==> src/rtl/adc_serial_responder.sv <==
// Serial ADC responder: emulates a serial ADC on adc_cs/adc_clk/adc_sd.
// Samples arrive over a valid/ready handshake. Each frame shifts out
// LEAD_ZEROS zeros followed by the sample, MSB-first.
module adc_serial_responder #(
   parameter int unsigned DATA_BITS   = 12,
   parameter int unsigned LEAD_ZEROS  = 4,
   parameter int unsigned SYNC_STAGES = 2
) (
   input  logic                 clock_in,
   input  logic                 reset,
   input  logic                 adc_clk,
   input  logic                 adc_cs,
   output logic                 adc_sd,
   output logic                 adc_sd_oe,
   input  logic [DATA_BITS-1:0] sample_data,
   input  logic                 sample_valid,
   output logic                 sample_ready,
   output logic                 frame_done,
   output logic                 frame_abort,
   output logic                 underrun
);

   localparam int unsigned FRAME_BITS = LEAD_ZEROS + DATA_BITS;
   localparam int unsigned CW         = $clog2(FRAME_BITS + 1);

   typedef enum logic [1:0] {IDLE, SHIFT, WAIT_CS} state_t;

   state_t                 state, state_n;
   logic [SYNC_STAGES-1:0] cs_sync, clk_sync;
   logic                   cs_d, clk_d;
   logic                   cs_fall, cs_rise, clk_fall;
   logic [FRAME_BITS-1:0]  shreg, shreg_n;
   logic [CW-1:0]          cnt, cnt_n;
   logic                   sd_r, sd_n, oe_r, oe_n;
   logic                   done_r, done_n, abort_r, abort_n, under_r, under_n;
   logic                   full, full_n;
   logic [DATA_BITS-1:0]   hold, hold_n, last, last_n, sel;

   // Synchronize the master's cs and clk, plus one delay flop for edge detect
   always_ff @(posedge clock_in or posedge reset) begin
      if (reset) begin
         cs_sync  <= '1;
         clk_sync <= '1;
         cs_d     <= 1'b1;
         clk_d    <= 1'b1;
      end else begin
         cs_sync  <= {cs_sync[SYNC_STAGES-2:0], adc_cs};
         clk_sync <= {clk_sync[SYNC_STAGES-2:0], adc_clk};
         cs_d     <= cs_sync[SYNC_STAGES-1];
         clk_d    <= clk_sync[SYNC_STAGES-1];
      end
   end

   assign cs_fall  =  cs_d & ~cs_sync[SYNC_STAGES-1];
   assign cs_rise  = ~cs_d &  cs_sync[SYNC_STAGES-1];
   assign clk_fall =  clk_d & ~clk_sync[SYNC_STAGES-1];

   // State, shift register, holding register and registered outputs
   always_ff @(posedge clock_in or posedge reset) begin
      if (reset) begin
         state   <= IDLE;
         shreg   <= '0;
         cnt     <= '0;
         sd_r    <= 1'b0;
         oe_r    <= 1'b0;
         done_r  <= 1'b0;
         abort_r <= 1'b0;
         under_r <= 1'b0;
         full    <= 1'b0;
         hold    <= '0;
         last    <= '0;
      end else begin
         state   <= state_n;
         shreg   <= shreg_n;
         cnt     <= cnt_n;
         sd_r    <= sd_n;
         oe_r    <= oe_n;
         done_r  <= done_n;
         abort_r <= abort_n;
         under_r <= under_n;
         full    <= full_n;
         hold    <= hold_n;
         last    <= last_n;
      end
   end

   // Next-state logic: frame sequencing, sample selection and handshake
   always_comb begin
      state_n = state;
      shreg_n = shreg;
      cnt_n   = cnt;
      sd_n    = sd_r;
      oe_n    = oe_r;
      done_n  = 1'b0;
      abort_n = 1'b0;
      under_n = 1'b0;
      full_n  = full;
      hold_n  = hold;
      last_n  = last;
      sel     = last;

      // A bypass at cs fall consumes the offered sample, so the holding
      // register only accepts when no frame is being loaded this cycle.
      if (!full && sample_valid && !(state == IDLE && cs_fall)) begin
         full_n = 1'b1;
         hold_n = sample_data;
      end

      case (state)
         IDLE: begin
            sd_n = 1'b0;
            oe_n = 1'b0;
            if (cs_fall) begin
               if (full) begin
                  sel    = hold;
                  full_n = 1'b0;
               end else if (sample_valid) begin
                  sel = sample_data;
               end else begin
                  sel     = last;
                  under_n = 1'b1;
               end
               last_n  = sel;
               shreg_n = FRAME_BITS'(sel);
               sd_n    = shreg_n[FRAME_BITS-1];
               oe_n    = 1'b1;
               cnt_n   = '0;
               state_n = SHIFT;
            end
         end
         SHIFT: begin
            if (cs_rise) begin
               sd_n    = 1'b0;
               oe_n    = 1'b0;
               abort_n = 1'b1;
               state_n = IDLE;
            end else if (clk_fall) begin
               cnt_n   = cnt + 1'b1;
               shreg_n = shreg << 1;
               sd_n    = shreg[FRAME_BITS-2];
               if (cnt == CW'(FRAME_BITS - 1)) begin
                  sd_n    = 1'b0;
                  oe_n    = 1'b0;
                  done_n  = 1'b1;
                  state_n = WAIT_CS;
               end
            end
         end
         WAIT_CS: begin
            sd_n = 1'b0;
            oe_n = 1'b0;
            if (cs_rise) state_n = IDLE;
         end
         default: state_n = IDLE;
      endcase
   end

   assign adc_sd       = sd_r;
   assign adc_sd_oe    = oe_r;
   assign sample_ready = ~full;
   assign frame_done   = done_r;
   assign frame_abort  = abort_r;
   assign underrun     = under_r;

endmodule
==> config.mk <==
export PLATFORM = sky130hd
export DESIGN_NAME = adc_serial_responder
export DESIGN_NICKNAME = d
export VERILOG_FILES = /design/src/rtl/adc_serial_responder.sv
export SDC_FILE = /design/constraint.sdc
export NUM_CORES = 1
export LEC_CHECK = 0
export ABC_AREA = 1
export CORE_MARGIN = 2
export CORE_UTILIZATION = 53
export CTS_CLUSTER_SIZE = 14
export DETAILED_ROUTE_END_ITERATION = 8
export HOLD_SLACK_MARGIN = 0.08
export PLACE_DENSITY = 0.74
export SKIP_CTS_REPAIR_TIMING = 1
export SLEW_MARGIN = 20
export SYNTH_ARGS = -nofsm -noshare
export SYNTH_HDL_FRONTEND = slang
export SYNTH_SLANG_ARGS = --single-unit
==> constraint.sdc <==
create_clock -name clock_in -period 2.05 [get_ports clock_in]
set_input_delay 0.205 -clock clock_in [delete_from_list [all_inputs] [get_ports clock_in]]
set_output_delay 0.205 -clock clock_in [all_outputs]
set_load 0.01 [all_outputs]
-- Yosys cells after proc, flatten, opt, wreduce, memory -nomap -nowiden
Index checks and enable logic that the tools add are counted.
- bits of input ports: 17
- latch bits: 0
- word-level logic and storage cells: 86
- bits in read-only memories: 0
- memory bits (writable): 0
- memories: 0
- register bits: 58
- magnitude comparators: 0
- equal/unequal tests: 9
- reductions and logical operators: 15
- divide/modulo/power cells: 0
- add/subtract/negate cells: 1
- multipliers: 0
- bitwise logic cells: 7
- shifts and indexed selects: 0
- mux-type cells: 39
- operator list (cell ; number):
    2-to-1 mux 15 bit ; 3
    one-hot mux 15 bit (2 select lines) ; 1
    2-to-1 mux 12 bit ; 2
    2-to-1 mux 1 bit ; 21
    2-to-1 mux 5 bit ; 3
    2-to-1 mux 2 bit ; 5
    one-hot mux 5 bit (2 select lines) ; 1
    != test 2 bit (second input constant) ; 4
    AND reduction 4 bit ; 2
    != test 3 bit (second input constant) ; 2
    one-hot mux 2 bit (3 select lines) ; 1
    adder 5 x 1 -> 5 bit (second input constant) ; 1
    == test 5 x 4 -> 1 bit (second input constant) ; 1
    inverter 1 bit ; 4
    AND reduction 2 bit ; 2
    nonzero test 2 bit ; 2
    AND 1 bit ; 3
    logical AND 1 bit ; 3
    one-hot mux 1 bit (3 select lines) ; 1
    AND reduction 3 bit ; 1
    nonzero test 3 bit ; 1
    == test 2 x 1 -> 1 bit (second input constant) ; 1
    == test 2 bit (second input constant) ; 1
    zero test 1 bit ; 2
    3 further kinds ; 3

-- Longest topological paths before layout
Gate-level depths: netlist of the first run.
- word-level depth: 9
- gate-level depth with buffers: 11
- gate-level depth less buffers: 9

-- Worst setup path before layout of the first run
OpenSTA, ideal clock, no wires.
- path type: flip-flop to flip-flop
- from: register state[1]
- to: register shreg[1]
- setup time: 117 ps
- path buffers: 2
- setup slack: 572 ps
- arrival time: 1361 ps
- cell stages (with the launch flop): 11
- required time: 1933 ps
- cell sequence: dfrtp_1 -> inv_1 -> ha_1 -> buf_6 -> nand3_1 -> nand2_2 -> nor2_8 -> inv_6 -> buf_8 -> nand2_1 -> nand2_1
- word-level cells in the longest chain between the ends: 3
- elaborated cells between the ends (all ways): 8
- ends and longest elaborated chain (what ; RTL line ; RTL):
    from (decl) ; 28 ; state_t state, state_n;
    from (signal assigned) ; 73 ; state <= state_n;
    == test 2 x 1 -> 1 bit or zero test 2 bit (tied branches) ; 109 ; case (state)
    != test 2 bit (no line) or nonzero test 2 bit (tied branches) ; -- ;
    AND reduction 4 bit (no line) ; -- ;
    to (signal assigned) ; 74 ; shreg <= shreg_n;
    to (decl) ; 32 ; logic [FRAME_BITS-1:0] shreg, shreg_n;
Parallel ways exist; a longest one is shown, timed or not.
A chain may end at the register's enable or synchronous reset.

-- Worst setup path in the final report of the first run
- from: register state[1]
- to: register shreg[13]
The elaborated chain is that of the path after synthesis.

==> metrics.sh, run 1 <==
DETAIL_ROUTE.FIRST_PASS.ITERATIONS=4
CLOCK_TREE_FROM_TRITONCTS='yes'
FINALSETUPVIOLCOUNT=0
DETAIL_ROUTE.ITER0.VIOLATIONS=133
MAPPEDNETLISTAREA_UM2=2831
NUM_IO_PINS=23
NUMCTSBUFFERS=9
CRIT_PATH_MAX_FANOUT=23
ROUTE.VIAS.TOTAL=2315
SETUP_TOTAL_NEGATIVE_SLACK_PS=0
SEQ_AREA_UM2=1459
FINAL.SETUP.WORST_SLACK_PS=231.7
TOTAL_NUMBER_OF_NETS_IN_THE_FINAL_DESIGN=381
SYNTH-EDFF-COUNT=0
HOLD_VIOLATIONS=0
WORST-SETUP-PATH-TYPE='reg -> reg'
DRTANTENNAVIOLNETS=0
GRT_PASS1_WL_MM=10.29
FMAX_GHz=0.5500
POST_ROUTE_CELLS_DRIVE_ABOVE_1_SHARE=0.1570
NETLIST_TOP_CELLS_AREA='sky130_fd_sc_hd__dfrtp_1, sky130_fd_sc_hd__nand2_1, sky130_fd_sc_hd__nand3_1'
SYN-INSTANCE-COUNT=328
GRT-OVFL-TOTAL=0
CTS_NUM_SINKS=58
HTREE_LEVELS=3
FINCLKSKEW_PS=3.086
CRITPATHLAUNCHTYPE='flop'
ENDPOINT_KIND='flop'
REG2REG_SETUP_SLACK_PS=230
MAX-VDD-IR-DROP_uV=677.5
PLACE_WORST_SETUP_SLACK_PS=221.2
SYNTH_TOP_AREA_SHARE=0.4596
INSERTION_DELAY_PS=330
MULTI_INPUT_AREA_UM2=1175
ANTENNA_FOUND_INITIAL=0
GROUTE.LAYER.MET2.USAGE=0.3395
PWR_DENS_nW_PER_UM2=1380
DIE_H_UM=77.09
GRT_MOST_USED_LAYER='met2'
GRT_SETUP_UNREPAIRED='false'
GRT_START_MAX_NET_PINS=28
WORST-R2R-CELL-COUNT=9
ROUTE.DETAILED.DRC=0
DIE_AREA_UM2=5943
POST_SYNTHESIS_NET_COUNT=351
FINAL_MAX_SLEW_VIOL_COUNT=0
DRT-WIRELENGTH-PER-CELL_UM=12.93
SYN_AVG_CELL_AREA_UM2=8.633
PERIOD_MINUS_SLACK_PS=1818
DIODES=0
GLOBALROUTETOTALUTIL=0.2198
CHIPWIDTH_UM=77.09
WORST_SLEW_MARGIN_REL=0.6755
SYNTHDOMINANTAREACELLTYPE='sky130_fd_sc_hd__dfrtp_1'
ROUTABILITYCONGESTION=0.9047
GRT_UTIL_MET3=0.05294
NUMBER_OF_LIBRARY_CELL_TYPES_MAPPED_BY_SYNTHESIS=25
RUN_STATUS='completed'
LEAKAGEPOWER_uW=0.001616
DOMINANTREGCELLSYNTH='sky130_fd_sc_hd__dfrtp_1'
GLOBAL_ROUTE.USAGE.MET1=0.2953
SYNTH_SEQUENTIAL_AREA_RATIO=0.5152
YS_SEQ_ELEMENTS=58
TIGHTEST_SLEW_PS=486.0
ROUTED_WIRELENGTH_MM=5.597
MAX-CAP-VIOLATIONS=0
WORST_SETUP_HOLD_PATH_CLK_SLEW_PS=70
TIMING.HOLD.WORST.CLASS='in -> async'
CRIT_ARRIVAL_PS=2040
CORE_REGION_AREA_UM2=5140
CRIT-REG2REG-LAUNCH='state[1]$_DFFE_PP0P_'
SYNTHTOLAYOUTAREAGROWTH_PCT=18.38
YOSYSMOSTFREQUENTCELL='sky130_fd_sc_hd__nand2_1'
CLOCKBUFFERDEPTH=2
CRIT_REQUIRED_PS=2270
ASYNC_RESET_FF_FRAC=1.000
CORE.ROWCOUNT=26
DETAILED_PLACE_HPWL_MM=3.931
CRIT-REG2REG-CAPTURE='shreg[13]$_DFFE_PP0P_'
ROOT_BUFFER='sky130_fd_sc_hd__clkbuf_8'
GRT_PASS1_VIAS=2312
SYNTHESIS.YOSYS.WARNINGS=0
SYNTH.TOP_CELLS.BY_COUNT='sky130_fd_sc_hd__nand2_1, sky130_fd_sc_hd__dfrtp_1, sky130_fd_sc_hd__nand3_1'
LAYOUT_WORST_PATH_CYCLE_SHARE=0.8870
FLOORPLAN.INITIALDENSITY=0.5509
NUM-FILL-CELLS=465
ROUTED_VIA_DENSITY=5.346
IO_BUFFERS=22
[per-layer routing]
layer / share of wire / wire length [um]
met1: 0.48 / 2698
met3: 0.036 / 203
met2: 0.46 / 2573
met4: 0.022 / 121
met5: 0 / 0
[stage by stage]
step                hold slack, ps  cell area [um2]  cells    util  power, uW
finish                       202.8             3352    433  0.6521       4625
global route                 235.3             3352    433  0.6521       5003
CTS                          202.2             3352    433  0.6521       4652
detailed placement           347.2             3124    417  0.6078       3446
global placement             345.2             3124    417  0.6078       3400
floorplan                    209.5             2831    328       -       3120
[sequential cells by signal, indices dropped and copies added (netlist names)]
name	flops
shreg	15
hold	12
last	12
cnt	5
clk_sync	2
cs_sync	2
state	2
adc_sd	1
adc_sd_oe	1
clk_d	1
cs_d	1
frame_abort	1
frame_done	1
full	1
underrun	1
[worst max-delay path: stages, from the launching register on]
cell and delay, ps:
sky130_fd_sc_hd__dfrtp_1 410, sky130_fd_sc_hd__inv_1 100, sky130_fd_sc_hd__ha_1 430, sky130_fd_sc_hd__inv_6 50
sky130_fd_sc_hd__nand2_4 60, sky130_fd_sc_hd__nand2_2 80, sky130_fd_sc_hd__nor2_8 310, sky130_fd_sc_hd__inv_6 130
sky130_fd_sc_hd__nand2_1 80, sky130_fd_sc_hd__nand2_1 50
[layout make-up]
cell class / count / area share
Clock buffer: 10 / 0.04106
Timing Repair Buffer: 34 / 0.09257
Inverter: 22 / 0.02762
Clock inverter: 6 / 0.02688
Tap cell: 70 / 0.02613
Multi-Input combinational cell: 233 / 0.3505
Sequential cell: 58 / 0.4352
[placed cells by master, fill, tap and decap left out, types with 2 or more instances in the layout]
master	n
sky130_fd_sc_hd__o21a_1	11
sky130_fd_sc_hd__clkbuf_8	10
sky130_fd_sc_hd__inv_2	3
sky130_fd_sc_hd__bufinv_16	2
sky130_fd_sc_hd__ha_1	6
sky130_fd_sc_hd__or2_2	11
sky130_fd_sc_hd__nor2_1	9
sky130_fd_sc_hd__buf_4	12
sky130_fd_sc_hd__clkdlybuf4s50_1	22
sky130_fd_sc_hd__inv_6	2
sky130_fd_sc_hd__nand4_1	26
sky130_fd_sc_hd__dfrtp_1	52
sky130_fd_sc_hd__nand3_1	45
sky130_fd_sc_hd__inv_1	17
sky130_fd_sc_hd__clkinvlp_4	4
sky130_fd_sc_hd__nand2_1	108
sky130_fd_sc_hd__o21ai_0	7
sky130_fd_sc_hd__nand2_2	4
sky130_fd_sc_hd__dfstp_2	6
[worst max-delay path by stage]
stage,start,to,depth (start not counted)
2_1_floorplan,reset,adc_sd$_DFFE_PP0P_,1
3_3_place_gp,state[1]$_DFFE_PP0P_,shreg[1]$_DFFE_PP0P_,9
3_5_place_dp,state[1]$_DFFE_PP0P_,shreg[5]$_DFFE_PP0P_,9
4_1_cts,state[1]$_DFFE_PP0P_,shreg[5]$_DFFE_PP0P_,9
5_1_grt,state[1]$_DFFE_PP0P_,shreg[1]$_DFFE_PP0P_,9
6_report,state[1]$_DFFE_PP0P_,shreg[13]$_DFFE_PP0P_,9
[report_power, final]
part	switching, uW	total [uW]	leakage, uW	internal [uW]
logic	946	1590	0.000800	642
clock network	477	1190	0.000101	716
registers	257	1840	0.000715	1590
total	1680	4630	0.00162	2940
[kinds of logic (layout without fill, tap and decap cells)]
logic type / after synthesis / after routing / synth area share
compound gates: 19 / 19 / 0.04330
flops: 58 / 58 / 0.5152
simple gates: 208 / 208 / 0.3451
fa+ha+maj: 6 / 6 / 0.02651
buf+inv: 37 / 72 / 0.06982
(Power assumes the default switching activity.)
==> run 2: changes to the inputs <==
CORE_ASPECT_RATIO = 0.9   (was not set)
==> run 2 against run 1 <==
Against the previous run:
- utilization decreased by 1.2 points
- global-route usage increased by 0.72 points
- sequential share of layout area rose by 0.38 points
- sequential power is essentially flat
- clock power hardly changed
- via count down 0.86%
- largest power group unchanged
- highest routed layer unchanged
==> metrics.sh, run 2 (synthesis results as in run 1) <==
GLOBALROUTETOTALUTIL=0.2270
FINALSETUPVIOLCOUNT=0
CTS_NUM_SINKS=58
FLOORPLAN.INITIALDENSITY=0.5453
PERIOD_MINUS_SLACK_PS=1860
CRIT-REG2REG-CAPTURE='shreg[3]$_DFFE_PP0P_'
LEAKAGEPOWER_uW=0.001611
WORST-R2R-CELL-COUNT=9
TIGHTEST_SLEW_PS=473.9
NET_SWITCHING_SHARE_OF_THE_TOTAL_POWER=0.3674
DETAILED_PLACE_HPWL_MM=3.972
TOTAL_NUMBER_OF_NETS_IN_THE_FINAL_DESIGN=379
SEQ_POWER_SHARE=0.401
SYNTHTOLAYOUTAREAGROWTH_PCT=17.37
FINCLKSKEW_PS=5.578
NUMBER_OF_FLIP_FLOPS_UNDER_THE_LARGEST_REGISTER_NAME=15
DETAIL_ROUTE.FIRST_PASS.ITERATIONS=4
MAX-VDD-IR-DROP_uV=678.9
GRT_PASS1_WL_MM=10.09
DIE_H_UM=73.34
NUM-FILL-CELLS=457
TOP_REGS='shreg x15, hold x12, last x12'
LARGEST_REGISTER='shreg'
GRT_SETUP_UNREPAIRED='false'
MAX-CAP-VIOLATIONS=0
CLOCK_TREE_FROM_TRITONCTS='yes'
ENDPOINT_KIND='flop'
CHIPWIDTH_UM=81.05
SETUP.WORST_PATH.START='state[1]$_DFFE_PP0P_'
ANTENNA_FOUND_INITIAL=0
HTREE_LEVELS=3
FINAL_MAX_SLEW_VIOL_COUNT=0
FINAL_COMMON_CELL='sky130_fd_sc_hd__nand2_1'
PWR_DENS_nW_PER_UM2=1381
P_INT_uW=2903
ROUTABILITYCONGESTION=0.8508
ROUTED_VIA_DENSITY=5.362
FINAL.SETUP.WORST_SLACK_PS=190.2
CORE_REGION_AREA_UM2=5192
DIODES=0
DRT-WIRELENGTH-PER-CELL_UM=13.27
TIMING.HOLD.WORST.CLASS='in -> async'
CRITPATHLAUNCHTYPE='flop'
ROOT_BUFFER='sky130_fd_sc_hd__clkbuf_8'
POWER_FRAC_CLOCK=0.252
FRACTION_OF_POWER_CONSUMED_BY_COMBINATIONAL_CELLS=0.347
COMMONEST_NON_FILL_NON_TAP_CELLS_IN_THE_LAYOUT='sky130_fd_sc_hd__nand2_1, sky130_fd_sc_hd__dfrtp_1, sky130_fd_sc_hd__nand3_1, sky130_fd_sc_hd__nand4_1, sky130_fd_sc_hd__clkdlybuf4s50_1'
GRT_PASS1_VIAS=2184
DRTANTENNAVIOLNETS=0
WORST_SETUP_HOLD_PATH_CLK_SLEW_PS=70
HOLD_VIOLATIONS=0
PLACE_WORST_SETUP_SLACK_PS=200.4
WORST_SLEW_MARGIN_REL=0.6841
FMAX_GHz=0.5377
RUN_STATUS='completed'
INSERTION_DELAY_PS=340
ROUTE.DETAILED.DRC=0
ROUTE.VIAS.TOTAL=2295
CRIT_REQUIRED_PS=2280
DETAIL_ROUTE.ITER0.VIOLATIONS=167
IO_BUFFERS=22
POST_ROUTE_CELLS_DRIVE_ABOVE_1_SHARE=0.1524
CORE.ROWCOUNT=25
ROUTED_WIRELENGTH_MM=5.679
LAYOUT_WORST_PATH_CYCLE_SHARE=0.9072
CRIT_ARRIVAL_PS=2090
GRT-OVFL-TOTAL=0
REG2REG_SETUP_SLACK_PS=190
CLOCKBUFFERDEPTH=2
DIE_AREA_UM2=5944
POWER_SWITCHING_uW=1686
CRIT-REG2REG-LAUNCH='state[1]$_DFFE_PP0P_'
NUM_IO_PINS=23
GRT_START_MAX_NET_PINS=28
WORST-SETUP-PATH-TYPE='reg -> reg'
NUMCTSBUFFERS=9
SETUP_TOTAL_NEGATIVE_SLACK_PS=0
CRIT_PATH_MAX_FANOUT=23
run 2: worst max-delay path by stage:
| stage | end | slack [ps] | depth (start not counted) |
|---|---|---|---|
| global placement | shreg[10]$_DFFE_PP0P_ | 240 | 9 |
| finish | shreg[3]$_DFFE_PP0P_ | 190 | 9 |
| floorplan | adc_sd$_DFFE_PP0P_ | 430 | 1 |
| global route | cnt[2]$_DFFE_PP0P_ | 10 | 9 |
| CTS | shreg[3]$_DFFE_PP0P_ | 180 | 9 |
| detailed placement | shreg[4]$_DFFE_PP0P_ | 200 | 9 |
run 2: per-layer routing:
layer	GRT usage	share of wire	up-vias
li1	-	-	1139
met1	0.3172	0.49	1087
met3	0.04791	0.046	10
met5	0	0	-
met2	0.3388	0.45	59
met4	0.1092	0.017	0
run 2: cell type report:
cell class / count / area [um2] / area share
flip-flops and latches: 58 / 1459 / 0.4390
multi-input cells: 233 / 1175 / 0.3535
repair buffers: 32 / 295.3 / 0.08886
clock buffers: 9 / 123.9 / 0.03727
clock inverters: 7 / 93.84 / 0.02824
inverters: 22 / 92.59 / 0.02786
well taps: 67 / 83.83 / 0.02523
run 2: through the flow:
| stage | instances | hold slack [ps] | area, um2 | util | power, uW |
|---|---|---|---|---|---|
| detailed placement | 412 | 349.2 | 3105 | 0.5981 | 3441 |
| floorplan | 328 | 209.5 | 2831 | - | 3120 |
| global route | 428 | 259.3 | 3323 | 0.6400 | 4955 |
| finish | 428 | 213.4 | 3323 | 0.6400 | 4589 |
| global placement | 412 | 345.9 | 3105 | 0.5981 | 3389 |
| CTS | 428 | 217.0 | 3323 | 0.6400 | 4616 |
run 2: worst max-delay path, stage by stage, from the launching register on:
cell and delay, ps:
sky130_fd_sc_hd__dfrtp_1 410, sky130_fd_sc_hd__inv_1 100, sky130_fd_sc_hd__ha_1 450, sky130_fd_sc_hd__inv_6 50
sky130_fd_sc_hd__nand2_4 60, sky130_fd_sc_hd__nand2_2 80, sky130_fd_sc_hd__nor2_8 310, sky130_fd_sc_hd__inv_6 120
sky130_fd_sc_hd__nand2_1 80, sky130_fd_sc_hd__nand2_1 60
run 2: power by group through the flow:
stage | logic, uW | clock network, uW | registers, uW
6_report | 1590 | 1160 | 1840
4_1_cts | 1600 | 1180 | 1830
2_1_floorplan | 1330 | 0 | 1790
3_5_place_dp | 1600 | 0 | 1850
3_3_place_gp | 1550 | 0 | 1840
5_1_grt | 1840 | 1230 | 1890
==> run 3: changes to the inputs <==
CORE_ASPECT_RATIO = not set   (was 0.9)
==> results of run 3 <==
Final layout, timing and power as in run 1 (identical DEF).
